===== config.mk =====
export PLATFORM = sky130hd
export DESIGN_NAME = fp_mul_pipe
export DESIGN_NICKNAME = d
export VERILOG_FILES = /design/src/rtl/fp_mul_pipe.sv
export SDC_FILE = /design/constraint.sdc
export NUM_CORES = 2
export LEC_CHECK = 0
export ABC_AREA = 0
export BUFFER_PORTS_ARGS = -buffer_cell sky130_fd_sc_hd__buf_2
export CELL_PAD_IN_SITES_DETAIL_PLACEMENT = 1
export CELL_PAD_IN_SITES_GLOBAL_PLACEMENT = 2
export CORE_MARGIN = 1.5
export CORE_UTILIZATION = 41
export CTS_CLUSTER_DIAMETER = 60
export DETAILED_ROUTE_END_ITERATION = 6
export HOLD_SLACK_MARGIN = 0.12
export PLACE_DENSITY = 0.86
export SLEW_MARGIN = 20
export SYNTH_ARGS = -nofsm -noshare
export SYNTH_HDL_FRONTEND = slang
export SYNTH_SLANG_ARGS = --single-unit

===== constraint.sdc =====
create_clock -name CLK -period 5.96 [get_ports CLK]
set_input_delay 0.596 -clock CLK [delete_from_list [all_inputs] [get_ports CLK]]
set_output_delay 0.596 -clock CLK [all_outputs]
set_load 0.03 [all_outputs]

===== src/rtl/fp_mul_pipe.sv =====
// Three-stage pipelined IEEE-754 style floating-point multiplier with valid/ready handshake.
// Define FP_MUL_SUBNORM_EN for subnormal inputs/results; otherwise subnormals flush to signed zero.
module fp_mul_pipe #(
   parameter int unsigned EXP_W = 8,
   parameter int unsigned MAN_W = 23
) (
   input  logic             CLK,
   input  logic             RST,
   input  logic             Sx,
   input  logic             Sy,
   input  logic [EXP_W-1:0] Ex,
   input  logic [EXP_W-1:0] Ey,
   input  logic [MAN_W-1:0] Mx,
   input  logic [MAN_W-1:0] My,
   input  logic [1:0]       R_mode,
   input  logic             in_valid,
   output logic             in_ready,
   output logic             Sz,
   output logic [EXP_W-1:0] Ez,
   output logic [MAN_W-1:0] Mz,
   output logic             out_valid,
   input  logic             out_ready,
   output logic             invalid_flagex,
   output logic             overflow_flagex,
   output logic             underflow_flagex,
   output logic             inexact_flagex,
   output logic             zero_flagex
);

   localparam int unsigned XW   = EXP_W + 2;
   localparam int unsigned PW   = 2 * MAN_W + 2;
   localparam int unsigned SW   = EXP_W + MAN_W;
   localparam int unsigned BIAS = (1 << (EXP_W - 1)) - 1;
   localparam int unsigned EMAX = (1 << EXP_W) - 1;

   localparam logic [1:0] RM_RNE = 2'b00;
   localparam logic [1:0] RM_RUP = 2'b10;
   localparam logic [1:0] RM_RDN = 2'b11;

   logic advance;
   assign advance  = ~out_valid | out_ready;
   assign in_ready = advance;

`ifdef FP_MUL_SUBNORM_EN
   localparam int unsigned LZW = $clog2(MAN_W + 2);
   localparam int unsigned SHW = $clog2(PW + 1);

   function automatic logic [LZW-1:0] lzc(input logic [MAN_W:0] v);
      lzc = LZW'(MAN_W + 1);
      for (int i = 0; i <= int'(MAN_W); i++)
         if (v[i]) lzc = LZW'(int'(MAN_W) - i);
   endfunction
`endif

   // ---------------- S1: unpack, classify, mantissa product ----------------
   logic x_ez, y_ez, x_eo, y_eo, x_mz, y_mz;
   logic x_nan, y_nan, x_inf, y_inf, x_zero, y_zero;
   logic c_nan, c_inf, c_zero;
   logic [MAN_W:0] sig_x, sig_y;
   logic [XW-1:0]  ex_e, ey_e;

   assign x_ez  = (Ex == '0);
   assign y_ez  = (Ey == '0);
   assign x_eo  = &Ex;
   assign y_eo  = &Ey;
   assign x_mz  = (Mx == '0);
   assign y_mz  = (My == '0);
   assign x_nan = x_eo & ~x_mz;
   assign y_nan = y_eo & ~y_mz;
   assign x_inf = x_eo & x_mz;
   assign y_inf = y_eo & y_mz;
`ifdef FP_MUL_SUBNORM_EN
   assign x_zero = x_ez & x_mz;
   assign y_zero = y_ez & y_mz;
`else
   assign x_zero = x_ez;
   assign y_zero = y_ez;
`endif
   assign c_nan  = x_nan | y_nan | (x_inf & y_zero) | (y_inf & x_zero);
   assign c_inf  = (x_inf | y_inf) & ~c_nan;
   assign c_zero = (x_zero | y_zero) & ~c_nan;

   // Hidden-bit significands; subnormals are normalised with a compensated exponent
   always_comb begin
      sig_x = {~x_ez, Mx};
      sig_y = {~y_ez, My};
      ex_e  = XW'(Ex);
      ey_e  = XW'(Ey);
`ifdef FP_MUL_SUBNORM_EN
      if (x_ez) begin
         ex_e  = XW'(1) - XW'(lzc(sig_x));
         sig_x = sig_x << lzc(sig_x);
      end
      if (y_ez) begin
         ey_e  = XW'(1) - XW'(lzc(sig_y));
         sig_y = sig_y << lzc(sig_y);
      end
`endif
   end

   logic            s1_valid, s1_sign, s1_nan, s1_inf, s1_zero;
   logic [1:0]      s1_rm;
   logic [XW-1:0]   s1_exp;
   logic [PW-1:0]   s1_prod;

   always_ff @(posedge CLK or posedge RST) begin
      if (RST) begin
         s1_valid <= 1'b0;
         s1_sign  <= 1'b0;
         s1_nan   <= 1'b0;
         s1_inf   <= 1'b0;
         s1_zero  <= 1'b0;
         s1_rm    <= '0;
         s1_exp   <= '0;
         s1_prod  <= '0;
      end else if (advance) begin
         s1_valid <= in_valid;
         s1_sign  <= Sx ^ Sy;
         s1_nan   <= c_nan;
         s1_inf   <= c_inf;
         s1_zero  <= c_zero;
         s1_rm    <= R_mode;
         s1_exp   <= ex_e + ey_e - XW'(BIAS);
         s1_prod  <= PW'(sig_x) * PW'(sig_y);
      end
   end

   // ---------------- S2: normalise, exponent adjust ----------------
   logic [PW-2:0] nf;
   logic [XW-1:0] e2_c;
   logic          lost;

   always_comb begin
      if (s1_prod[PW-1]) begin
         nf   = s1_prod[PW-2:0];
         e2_c = s1_exp + XW'(1);
      end else begin
         nf   = {s1_prod[PW-3:0], 1'b0};
         e2_c = s1_exp;
      end
      lost = 1'b0;
`ifdef FP_MUL_SUBNORM_EN
      // Tiny results are denormalised here so rounding sees the final bit positions
      if (e2_c[XW-1] || (e2_c == '0)) begin
         logic [XW-1:0]  sh_full;
         logic [SHW-1:0] sh;
         sh_full = XW'(1) - e2_c;
         sh      = (sh_full > XW'(PW)) ? SHW'(PW) : SHW'(sh_full);
         lost    = |({1'b1, nf} & ~({PW{1'b1}} << sh));
         nf      = (PW-1)'({1'b1, nf} >> sh);
         e2_c    = '0;
      end
`endif
   end

   logic            s2_valid, s2_sign, s2_nan, s2_inf, s2_zero;
   logic [1:0]      s2_rm;
   logic [XW-1:0]   s2_exp;
   logic [MAN_W-1:0] s2_frac;
   logic            s2_g, s2_r, s2_st;

   always_ff @(posedge CLK or posedge RST) begin
      if (RST) begin
         s2_valid <= 1'b0;
         s2_sign  <= 1'b0;
         s2_nan   <= 1'b0;
         s2_inf   <= 1'b0;
         s2_zero  <= 1'b0;
         s2_rm    <= '0;
         s2_exp   <= '0;
         s2_frac  <= '0;
         s2_g     <= 1'b0;
         s2_r     <= 1'b0;
         s2_st    <= 1'b0;
      end else if (advance) begin
         s2_valid <= s1_valid;
         s2_sign  <= s1_sign;
         s2_nan   <= s1_nan;
         s2_inf   <= s1_inf;
         s2_zero  <= s1_zero;
         s2_rm    <= s1_rm;
         s2_exp   <= e2_c;
         s2_frac  <= nf[PW-2 -: MAN_W];
         s2_g     <= nf[MAN_W];
         s2_r     <= nf[MAN_W-1];
         s2_st    <= (|nf[MAN_W-2:0]) | lost;
      end
   end

   // ---------------- S3: round, pack, flags ----------------
   logic             inexact_c, inc, ovf_pre, ovf, tiny, inf_sel;
   logic [EXP_W-1:0] ef;
   logic [SW-1:0]    sum;
   logic             sz_n, inv_n, ovf_n, unf_n, inx_n, zf_n;
   logic [EXP_W-1:0] ez_n;
   logic [MAN_W-1:0] mz_n;

   assign inexact_c = s2_g | s2_r | s2_st;

   always_comb begin
      case (s2_rm)
         RM_RNE:  inc = s2_g & (s2_r | s2_st | s2_frac[0]);
         RM_RUP:  inc = ~s2_sign & inexact_c;
         RM_RDN:  inc = s2_sign & inexact_c;
         default: inc = 1'b0;
      endcase
   end

   // Concatenated add lets a mantissa carry ripple straight into the exponent
   assign ef      = s2_exp[XW-1] ? '0 : s2_exp[EXP_W-1:0];
   assign sum     = {ef, s2_frac} + SW'(inc);
   assign ovf_pre = ~s2_exp[XW-1] & (s2_exp[XW-2:0] >= (XW-1)'(EMAX));
   assign ovf     = ovf_pre | (&sum[SW-1 -: EXP_W]);
   assign tiny    = s2_exp[XW-1] | (sum[SW-1 -: EXP_W] == '0);
   assign inf_sel = (s2_rm == RM_RNE) | ((s2_rm == RM_RUP) & ~s2_sign) |
                    ((s2_rm == RM_RDN) & s2_sign);

   always_comb begin
      sz_n  = 1'b0;
      ez_n  = '0;
      mz_n  = '0;
      inv_n = 1'b0;
      ovf_n = 1'b0;
      unf_n = 1'b0;
      inx_n = 1'b0;
      if (s2_valid) begin
         if (s2_nan) begin
            ez_n  = '1;
            mz_n  = '1;
            inv_n = 1'b1;
         end else if (s2_inf) begin
            sz_n = s2_sign;
            ez_n = '1;
         end else if (s2_zero) begin
            sz_n = s2_sign;
         end else if (ovf) begin
            sz_n  = s2_sign;
            ez_n  = inf_sel ? EXP_W'(EMAX) : EXP_W'(EMAX - 1);
            mz_n  = inf_sel ? '0 : '1;
            ovf_n = 1'b1;
            inx_n = 1'b1;
         end else if (tiny) begin
            sz_n  = s2_sign;
            unf_n = 1'b1;
`ifdef FP_MUL_SUBNORM_EN
            {ez_n, mz_n} = sum;
            inx_n = inexact_c;
`else
            inx_n = 1'b1;
`endif
         end else begin
            sz_n  = s2_sign;
            {ez_n, mz_n} = sum;
            inx_n = inexact_c;
         end
      end
      zf_n = s2_valid & (ez_n == '0) & (mz_n == '0);
   end

   always_ff @(posedge CLK or posedge RST) begin
      if (RST) begin
         out_valid        <= 1'b0;
         Sz               <= 1'b0;
         Ez               <= '0;
         Mz               <= '0;
         invalid_flagex   <= 1'b0;
         overflow_flagex  <= 1'b0;
         underflow_flagex <= 1'b0;
         inexact_flagex   <= 1'b0;
         zero_flagex      <= 1'b0;
      end else if (advance) begin
         out_valid        <= s2_valid;
         Sz               <= sz_n;
         Ez               <= ez_n;
         Mz               <= mz_n;
         invalid_flagex   <= inv_n;
         overflow_flagex  <= ovf_n;
         underflow_flagex <= unf_n;
         inexact_flagex   <= inx_n;
         zero_flagex      <= zf_n;
      end
   end

endmodule


==> results_dict.tcl <==
set metrics [dict create \
    status "finished, violations left" \
    violations "negative setup slack" \
    ys_top_cells_by_area "fa_1 37%, dfrtp_1 14%, ha_1 9.3%" \
    start_util_pct 41.4 \
    cts_buffers 17 \
    hpwl_um 67600 \
    path_max_fanout 5 \
    reg2reg_from "s2_rm[1]$_DFFE_PP0P_" \
    crit_top_cell "fa_1" \
    hold_path.class "input pin to asynchronous set/reset pin" \
    synth_flop_cell "dfrtp_1" \
    syn_area_um2 26000 \
    syn-instance-count 2912 \
    synth_cell_type_count 69 \
    reg2reg_to "Mz[8]$_DFFE_PP0P_" \
    rrSetupSlack_ns 1.56 \
    syn_to_final_growth_pct 20.8 \
    start_kind "input pin" \
    period_needed_ns 6.86 \
    gp_congestion 0.898 \
    finalHoldViolations 0 \
    cp_slowest_cell "fa_1" \
    drt_iter0_drc 1027 \
    wire_per_inst_um 20.3 \
    cpPeakStageDelay_ns 0.52 \
    rsz0062_at_grt "true" \
    nets 3951 \
    clkSinkCount 146 \
    finalMaxSlewViolations 0 \
    grt_pass1_wl_um 133000 \
    antenna_found_initial 0 \
    grt_max_degree 97 \
    core-area_um2 62900 \
    synth.yosys.seq_area_share_pct 14.0 \
    track_usage_pct 26.1 \
    tritoncts "done" \
    drtAntennaViolNets 0 \
    clock_latency_ns 0.42 \
    timing.final.crit_share_pct 115 \
    postLayoutSetupSlackWorst_ns -0.904 \
    netlist.area_leader.share_pct 37.2 \
    syn_avg_cell_area_um2 8.93 \
    yosys-top-cells-count "544 x inv_1, 524 x nand2_1, 483 x fa_1" \
    cp_top_family "adder cells" \
    hold_buffers 0 \
    crit_buf_inv 5 \
    path_class "input pin to register" \
    totalWireLength_um 82500 \
    yosys.cell_count.top_type "inv_1" \
    fin_hold_ws_ns 0.339 \
    crit_path_end_kind "register" \
    drv_cap 0 \
    synth_warnings 0 \
    dieHeight_um 255 \
    crit_arrival_ns 7.14 \
    finalSetupViolCount 27 \
    synth_edf_count 0 \
    synth_fp_nets 3658 \
    drt_first_pass_iters 5 \
    root_buffer "clkbuf_16" \
    worst_slew_pin_slew_ns 1.01 \
    routed_via_density 5.23 \
    io_pins 109 \
    cts.path.max_buffers 2 \
    fin_worst_skew_ns 0.00941 \
    remaining_drc_errors 0 \
    rows 92 \
    grt_overflow 0 \
    drive_gt1_share_pct 19.5 \
    crit_required_ns 6.24 \
    async_flop_share_pct 100 \
    die_area_um2 64900 \
    vias 21200 \
    ctsHtreeMaxLevel 4 \
    max_freq_mhz 146 \
    num_antenna_cells 0 \
    clkSlewWorstSetupHoldPaths_ns 0.06 \
    synth_top_cell_by_area "fa_1" \
    port_buffers 108 \
    slew_headroom_pct 32.5 \
    grt_pass1_vias 24500 \
    chipWidth_um 255 \
    ys_seq_elements 146 \
    reg2regPathDepth 17 \
]
==> cell type report <==
cell class	count	area [um^2]
Timing Repair Buffer	427	3440
Fill cell	7266	31400
Tap cell	846	1060
Inverter	544	2050
Sequential cell	146	3650
Clock buffer	20	437
Multi-Input combinational cell	2069	20700
Clock inverter	11	105
==> through the flow <==
stage / setup TNS, ns / utilization (%) / instances / instance area (um^2) / setup WS (ns)
floorplan: -9.65 / - / 2912 / 26300 / -0.697
global placement: -29.12 / 47.3 / 4011 / 29700 / -1.24
CTS: -13.53 / 49.3 / 4054 / 31000 / -0.822
detailed placement: -35.93 / 47.3 / 4011 / 29700 / -1.62
finish: -16.15 / 50.0 / 4063 / 31400 / -0.904
global route: -21.39 / 50.0 / 4063 / 31400 / -1.08
==> sequential cells by signal (all words and copies together), names as in the netlist, 2 cells and up <==
name / count
s2_frac: 23
s1_exp: 10
s2_rm: 2
Mz: 23
s2_exp: 10
s1_prod: 48
s1_rm: 2
Ez: 8
==> logic make-up (layout without fill, tap and decap cells) <==
kind of cell,after synthesis,in the layout,synth area share [%]
XOR/XNOR,81,81,2.73
buffers and inverters,697,1002,10.1
AO/OA/AOI/OAI,310,310,7.58
adder cells (fa/ha/maj),676,676,46.5
flip-flops,146,146,14.0
AND/OR/NAND/NOR,972,972,17.9
multiplexers,30,30,1.16
==> worst max-delay path by stage <==
stage	startpoint	end	cells past startpoint
floorplan	Ex[4]	s1_prod[45]$_DFFE_PP0P_	24
global placement	Ey[5]	s1_prod[47]$_DFFE_PP0P_	26
detailed placement	Ey[0]	s1_prod[47]$_DFFE_PP0P_	26
CTS	Ey[0]	s1_prod[45]$_DFFE_PP0P_	24
global route	Ey[0]	s1_prod[45]$_DFFE_PP0P_	24
finish	Ey[0]	s1_prod[41]$_DFFE_PP0P_	25
==> cells in the final DEF, fill, tap and decap left out, types with 19 or more instances in the layout <==
cell type  netlist  routed
a21oi_2          0      20
nor2_1          72      71
inv_1          544     528
and2_1         238     224
ha_1           193     171
buf_6            1      41
buf_12           0      19
buf_4            0     287
nand3_1         22      20
xnor2_1         38      32
nand4_1         20      20
a221o_1         19      19
xor2_1          43      39
fa_1           483     475
buf_2            5      73
a21o_1          22      22
o21ai_0        110      97
dfrtp_1        146     146
nand2_1        524     514
mux2i_1         28      28
a21oi_1         74      50
==> per-layer routing <==
| layer | up-vias | GRT usage (%) | share of wire (%) |
|---|---|---|---|
| met1 | 11200 | 33.5 | 42 |
| li1 | 9500 | - | - |
| met3 | 130 | 1.99 | 3.2 |
| met4 | 0 | 6.26 | 2.3 |
| met2 | 421 | 47.5 | 52 |
| met5 | - | 0 | 0 |
==> what timing repair did <==
action,in CTS,in global routing
pin swaps,54,41
cloned,1,0
setup endpoints to repair,31,32
gates resized for setup,162,85
setup buffers,12,11
Power is left out: the tool's default activity adds up to more than one toggle a clock period on the data nets, which glitch-free logic cannot reach.
